File: src/rtl/fetch_pkg.sv
// fetch_pkg: shared types and sizing helpers for the fetch aligner/instruction buffer.
//   ILEN          instruction width (fixed at 32)
//   PC_XLEN       PC width stored per buffer entry; the top-level XLEN must equal it
//   fetch_entry_t one buffered instruction together with its PC
//   off_width     bits of the in-group slot offset (FETCH_W >= 2)
//   ptr_width     circular-queue pointer width
//   cnt_width     occupancy counter width (must be able to hold DEPTH itself)
package fetch_pkg;

    localparam int ILEN    = 32;
    localparam int PC_XLEN = 32;

    typedef struct packed {
        logic [ILEN-1:0]    instr;
        logic [PC_XLEN-1:0] pc;
    } fetch_entry_t;

    function automatic int off_width(input int fetch_w);
        return $clog2(fetch_w);
    endfunction

    function automatic int ptr_width(input int depth);
        return $clog2(depth);
    endfunction

    function automatic int cnt_width(input int depth);
        return $clog2(depth + 1);
    endfunction

endpackage

File: src/rtl/fetch_ibuf_mem.sv
// fetch_ibuf_mem: DEPTH-entry circular storage of fetch_entry_t.
//   clk, rst_n   clock and synchronous active-low reset (clears every entry)
//   wr_base      index written by write port 0; port p writes wr_base+p (mod DEPTH)
//   wr_en        per-port write enable
//   wr_data      per-port entry
//   rd_base      index read by read port 0; port j reads rd_base+j (mod DEPTH)
//   rd_data      combinational read data per read port
module fetch_ibuf_mem
    import fetch_pkg::*;
#(
    parameter int FETCH_W = 2,
    parameter int ISSUE_W = 2,
    parameter int DEPTH   = 8,
    parameter int PTR_W   = ptr_width(DEPTH)
) (
    input  logic               clk,
    input  logic               rst_n,
    input  logic [PTR_W-1:0]   wr_base,
    input  logic [FETCH_W-1:0] wr_en,
    input  fetch_entry_t       wr_data [FETCH_W],
    input  logic [PTR_W-1:0]   rd_base,
    output fetch_entry_t       rd_data [ISSUE_W]
);

    fetch_entry_t mem_r [DEPTH];

    // Storage array: cleared on reset, otherwise each enabled port writes its consecutive entry.
    always_ff @(posedge clk) begin
        if (!rst_n) begin
            for (int i = 0; i < DEPTH; i++) begin
                mem_r[i] <= '0;
            end
        end else begin
            // FETCH_W <= DEPTH, so two ports never target the same entry.
            for (int p = 0; p < FETCH_W; p++) begin
                if (wr_en[p]) begin
                    mem_r[wr_base + PTR_W'(p)] <= wr_data[p];
                end else begin
                    mem_r[wr_base + PTR_W'(p)] <= mem_r[wr_base + PTR_W'(p)];
                end
            end
        end
    end

    for (genvar j = 0; j < ISSUE_W; j++) begin : g_rd
        assign rd_data[j] = mem_r[rd_base + PTR_W'(j)];
    end

endmodule

File: src/rtl/fetch_align_buf.sv
// fetch_align_buf: fetch aligner and in-order instruction buffer feeding decode.
//   clk, rst_n    clock and synchronous active-low reset
//   i_pc          address presented to the icache this cycle
//   i_cache_vld   cache data valid for the previously latched PC
//   i_cache_dat   fetch group, slot k at bits [32k+31:32k]
//   i_flush       redirect; i_pc carries the target, queue is emptied
//   i_dec_rdy     decode accepts every valid output slot this cycle
//   o_fetch_rdy   room for a full fetch group (PC gen/cache stall when low)
//   o_instr/o_pc  up to ISSUE_W oldest instructions and their PCs, slot 0 oldest
//   o_instr_vld   thermometer valid, slot 0 first
//   o_count       occupied entries
module fetch_align_buf
    import fetch_pkg::*;
#(
    parameter int FETCH_W = 2,
    parameter int ISSUE_W = 2,
    parameter int DEPTH   = 8,
    parameter int XLEN    = 32
) (
    input  logic                      clk,
    input  logic                      rst_n,
    input  logic [XLEN-1:0]           i_pc,
    input  logic                      i_cache_vld,
    input  logic [FETCH_W*32-1:0]     i_cache_dat,
    input  logic                      i_flush,
    input  logic                      i_dec_rdy,
    output logic                      o_fetch_rdy,
    output logic [ISSUE_W*32-1:0]     o_instr,
    output logic [ISSUE_W*XLEN-1:0]   o_pc,
    output logic [ISSUE_W-1:0]        o_instr_vld,
    output logic [$clog2(DEPTH+1)-1:0] o_count
);

    localparam int OFF_W = off_width(FETCH_W);
    localparam int PTR_W = ptr_width(DEPTH);
    localparam int CNT_W = cnt_width(DEPTH);

    logic [XLEN-1:0]    pc_r;
    logic [PTR_W-1:0]   wr_ptr_r;
    logic [PTR_W-1:0]   rd_ptr_r;
    logic [CNT_W-1:0]   count_r;

    logic [OFF_W-1:0]   off_s;
    logic               fetch_rdy_s;
    logic               enq_s;
    logic               deq_s;
    logic [CNT_W-1:0]   n_in_s;
    logic [CNT_W-1:0]   n_out_s;
    logic [FETCH_W-1:0] wr_en_s;
    fetch_entry_t       wr_data_s [FETCH_W];
    fetch_entry_t       rd_data_s [ISSUE_W];

    // Offset of the latched PC inside its fetch group; slots below it are dropped.
    assign off_s       = pc_r[OFF_W+1:2];
    // count never exceeds DEPTH, so the subtraction cannot wrap.
    assign fetch_rdy_s = ((CNT_W'(DEPTH) - count_r) >= CNT_W'(FETCH_W));
    assign enq_s       = i_cache_vld & fetch_rdy_s & ~i_flush;
    assign deq_s       = i_dec_rdy & ~i_flush;

    // Compaction: write port p carries group slot off+p, so surviving slots land contiguously.
    for (genvar p = 0; p < FETCH_W; p++) begin : g_wr
        logic [OFF_W:0]   sel_s;
        logic [OFF_W-1:0] slot_s;
        assign sel_s        = {1'b0, off_s} + (OFF_W+1)'(p);
        assign slot_s       = sel_s[OFF_W-1:0];
        assign wr_en_s[p]   = enq_s & (sel_s < (OFF_W+1)'(FETCH_W));
        assign wr_data_s[p] = {i_cache_dat[{slot_s, 5'b00000} +: 32],
                               pc_r[XLEN-1:OFF_W+2], slot_s, pc_r[1:0]};
    end

    // Entry counts moved in and out this cycle.
    always_comb begin
        n_in_s  = '0;
        n_out_s = '0;
        if (enq_s) begin
            n_in_s = CNT_W'(FETCH_W) - CNT_W'(off_s);
        end else begin
            n_in_s = '0;
        end
        if (deq_s) begin
            if (count_r < CNT_W'(ISSUE_W)) begin
                n_out_s = count_r;
            end else begin
                n_out_s = CNT_W'(ISSUE_W);
            end
        end else begin
            n_out_s = '0;
        end
    end

    // PC latch, queue pointers and occupancy; flush overrides everything but reset.
    always_ff @(posedge clk) begin
        if (!rst_n) begin
            pc_r     <= '0;
            wr_ptr_r <= '0;
            rd_ptr_r <= '0;
            count_r  <= '0;
        end else if (i_flush) begin
            pc_r     <= i_pc;
            wr_ptr_r <= '0;
            rd_ptr_r <= '0;
            count_r  <= '0;
        end else begin
            if (fetch_rdy_s) begin
                pc_r <= i_pc;
            end else begin
                pc_r <= pc_r;
            end
            wr_ptr_r <= wr_ptr_r + PTR_W'(n_in_s);
            rd_ptr_r <= rd_ptr_r + PTR_W'(n_out_s);
            count_r  <= count_r + n_in_s - n_out_s;
        end
    end

    fetch_ibuf_mem #(
        .FETCH_W (FETCH_W),
        .ISSUE_W (ISSUE_W),
        .DEPTH   (DEPTH),
        .PTR_W   (PTR_W)
    ) u_mem (
        .clk     (clk),
        .rst_n   (rst_n),
        .wr_base (wr_ptr_r),
        .wr_en   (wr_en_s),
        .wr_data (wr_data_s),
        .rd_base (rd_ptr_r),
        .rd_data (rd_data_s)
    );

    for (genvar j = 0; j < ISSUE_W; j++) begin : g_out
        assign o_instr[j*32 +: 32]     = rd_data_s[j].instr;
        assign o_pc[j*XLEN +: XLEN]    = rd_data_s[j].pc;
        assign o_instr_vld[j]          = (CNT_W'(j) < count_r);
    end

    assign o_count     = count_r;
    assign o_fetch_rdy = fetch_rdy_s;

endmodule

File: config.mk
export PLATFORM = sky130hd
export DESIGN_NAME = fetch_align_buf
export DESIGN_NICKNAME = d
export VERILOG_FILES = /design/src/rtl/fetch_pkg.sv /design/src/rtl/fetch_ibuf_mem.sv /design/src/rtl/fetch_align_buf.sv
export SDC_FILE = /design/constraint.sdc
export NUM_CORES = 1
export LEC_CHECK = 0
export CELL_PAD_IN_SITES_DETAIL_PLACEMENT = 1
export CELL_PAD_IN_SITES_GLOBAL_PLACEMENT = 2
export CORE_MARGIN = 1
export CORE_UTILIZATION = 46
export CTS_CLUSTER_DIAMETER = 120
export DETAILED_ROUTE_END_ITERATION = 6
export PLACE_DENSITY_LB_ADDON = 0.1
export SLEW_MARGIN = 10
export SYNTH_ARGS = -nofsm -noshare
export SYNTH_HDL_FRONTEND = slang
export SYNTH_SLANG_ARGS = --single-unit
File: constraint.sdc
create_clock -name clk -period 18.1 [get_ports clk]
set_input_delay 2.715 -clock clk [delete_from_list [all_inputs] [get_ports clk]]
set_output_delay 2.715 -clock clk [all_outputs]
set_load 0.01 [all_outputs]
==> results.json <==
{
  "wl_met2_um": 48710,
  "tritoncts_num_sinks": 554,
  "deepest_clock_path_buffer_count": 3,
  "syn_inst": 2242,
  "fp-row-count": 94,
  "worstHoldPathType": "register to register",
  "detailed_place_hpwl_um": 56890,
  "clock-skew-final_ns": 0.02047,
  "hold_buffers": 0,
  "worst_ir_drop_vdd_mv": 0.1116,
  "design.portCount": 236,
  "insertion_delay_ns": 0.65,
  "highest-signal-layer": "met4",
  "synth-async-reset-ratio_pct": 0,
  "yosys.cell_types.count": 40,
  "seq_power_share_pct": 42.6,
  "critPathMaxFanout": 43,
  "port_buffers": 235,
  "drt-wirelength-per-cell_um": 30.94,
  "critical_path.startpoint_type": "register",
  "cts_made_buffers": 61,
  "route.met3.wl_um": 7605,
  "power_density_nw_per_um2": 101.3,
  "floorplan.core_area_um2": 66100,
  "final.setup.tns_ns": 0,
  "combinational_share_of_power_pct": 23.0,
  "outcome": "finished with violations",
  "syn_area_um2": 30940,
  "ys.warnings.count": 0,
  "post-synth-top-area-fraction_pct": 49.69,
  "critPathArrivalTime_ns": 5.02,
  "post_detailed_route_count_of_antenna_violating_nets": 0,
  "met1_wl_um": 41920,
  "synth-seq-area-share_pct": 52.41,
  "synthFlopType": "edfxtp_1",
  "crit_slowest_cell": "dfxtp_4",
  "syn_to_final_growth_pct": 15.44,
  "power_mw": 3.619,
  "post-synth-top-area-cell": "edfxtp_1",
  "p_clk_share_pct": 34.4,
  "count_of_fill_cells_added_during_filler_insertion": 6305,
  "first_iter_violations": 2548,
  "detail_route.vias_per_cell": 6.783,
  "finalSetupViolCount": 0,
  "detailedRoute.firstPassIterationCount": 7,
  "postSynthRegisterBits": 554,
  "gr-total-overflow": 0,
  "dieWidth_um": 261.3,
  "cap_violations": 0,
  "initial_utilization_pct": 46.81,
  "maximum_number_of_pins_on_one_net_before_global_route_repair": 197,
  "layout_min_cycle_time_ns": 7.732,
  "grt_pass1_wl_um": 148200,
  "power_switching_mw": 1.134,
  "setup.reg_to_reg.worst_slack_ns": 13.07,
  "worst_setup_hold_path_clk_slew_ns": 0.06,
  "critical_path_required_ns": 15.39,
  "critical_path.cell_chain": "ha_4 > buf_4 > buf_4 > mux4_2 > mux2_2 > clkdlybuf4s50_1",
  "num_vias": 22020,
  "groute.usage.overall_pct": 29.24,
  "most_instantiated_library_cell_after_synthesis": "edfxtp_1",
  "cts-resized-gates": 0,
  "clock_tree_from_tritoncts": "yes",
  "cpMostUsedCell": "buf_4",
  "post-cts-setup-buffers": 0,
  "grt_antenna_before_repair": 2,
  "static-leakage-power_nw": 11.94,
  "maxSlewHeadroom_pct": 16.06,
  "synth_area_leaders": "edfxtp_1 50%, mux4_2 19%, a32oi_1 7.2%",
  "synth.top_cells.by_count": "512 x edfxtp_1, 476 x nor2_1, 256 x a32oi_1, 256 x mux4_2, 160 x mux2_2",
  "synth_area_per_cell_um2": 13.80,
  "timing.critical_path.slowest_cell_delay_ns": 0.80,
  "design.die.area_um2": 68300,
  "grt_setup_unrepaired": "no",
  "intPower_mw": 2.484,
  "number_of_enable_type_register_cells_in_the_synthesized_netlist": 512,
  "timing.final.crit_share_pct": 42.72,
  "violations_in_the_final_reports": "design-rule violations",
  "timing_worst_setup_path_type": "register to primary output",
  "synth_fp_nets": 2358,
  "h-tree-depth": 2,
  "cts.root.buffer_cell": "clkbuf_16",
  "maxSlewViolCount": 0,
  "max_slew.worst_pin.slew_ns": 1.254,
  "layout-drive-gt1-share_pct": 24.98,
  "vias_in_the_first_global_route": 22920,
  "die_h_um": 261.3,
  "num-nets-final": 2448,
  "count_of_endpoints_failing_hold_in_the_final_timing_report": 0,
  "worstSetupEndpointType": "primary output",
  "gpl_congestion": 0.7886,
  "drt-total-wl_um": 100500,
  "remaining_drc_errors": 12,
  "power_switching_share_pct": 31.35,
  "max_clock_freq_ghz": 0.1293
}
worst max-delay path: cells and delay by family (launching register included):
kind	cells	cell delay, ns
adders and majority gates	1	0.56
buffers and inverters	3	1.96
DFF	1	0.80
muxes	2	0.92
metal layers:
metal / track usage, % / up-vias
met5: 0 / -
met4: 8.220 / 0
li1: - / 9140
met3: 4.065 / 147
met2: 47.52 / 1066
met1: 41.27 / 11670
path summary, 6_finish.rpt:
| check | from | end | depth (start not counted) |
|---|---|---|---|
| setup reg to reg | wr_ptr_r[0]$_SDFF_PP0_ | u_mem.mem_r[2][53]$_DFFE_PP_ | 7 |
| hold reg to reg | pc_r[10]$_SDFFE_PN0P_ | pc_r[10]$_SDFFE_PN0P_ | 2 |
| setup / recovery | rd_ptr_r[0]$_SDFF_PP0_ | o_pc[35] | 6 |
| hold / removal | pc_r[10]$_SDFFE_PN0P_ | pc_r[10]$_SDFFE_PN0P_ | 2 |
state kept, by name (all words and copies together), names as in the netlist:
name and flops:
u_mem.mem_r 512, pc_r 32, o_count 4, rd_ptr_r 3
wr_ptr_r 3
placed cells by master (no fill, tap or decap), drive strengths merged, types with 6 or more instances in the layout:
cell / instances
a21oi: 10
and3: 49
edfxtp: 512
mux2: 160
o21ai: 33
mux4: 256
a32oi: 256
nor3: 8
buf: 54
bufinv: 6
clkbuf: 75
inv: 16
a21o: 9
dfxtp: 42
clkdlybuf4s50: 234
clkinv: 29
a22oi: 9
ha: 11
nor2: 479
nand2: 68
mux2i: 32
power by group through the flow:
stage / Combinational [mW] / Sequential (mW) / Clock, mW
after floorplan: 0.517 / 1.55 / 0
after global placement: 0.812 / 1.56 / 0
after detailed placement: 0.824 / 1.56 / 0
after CTS: 0.829 / 1.54 / 1.26
after global routing: 0.882 / 1.55 / 1.30
final: 0.832 / 1.54 / 1.25
stage by stage:
step / std cells / hold WS [ns] / utilization (%) / setup slack, ns / cell area (µm²)
after CTS: 3246 / 0.4681 / 54.03 / 10.20 / 35710
after global placement: 3133 / 0.4434 / 51.08 / 10.72 / 33760
after detailed placement: 3133 / 0.4581 / 51.08 / 10.65 / 33760
after floorplan: 2242 / 0.4366 / - / 9.357 / 30940
after global routing: 3247 / 0.4774 / 54.04 / 10.01 / 35720
final: 3247 / 0.4637 / 54.04 / 10.37 / 35720
final cells by class:
type | count | area, µm² | area share [%]
antenna | 1 | 2.502 | 0.007006
clock buffer | 75 | 1599 | 4.477
clock inverter | 38 | 355.3 | 0.9949
inverter | 15 | 56.30 | 0.1576
multi-input combinational | 1412 | 13630 | 38.17
sequential | 554 | 16230 | 45.44
tap | 864 | 1081 | 3.027
timing repair buffer | 288 | 2760 | 7.728
logic make-up after synthesis:
logic type | Yosys count | share of synthesized area, %
xor+xnor | 8 | 0.2265
simple gates | 622 | 8.391
fa+ha+maj | 15 | 0.7037
flops | 554 | 52.41
compound gates | 319 | 8.517
buf+inv | 276 | 4.258
mux | 448 | 25.49
Power figures use the tool's default switching activity.
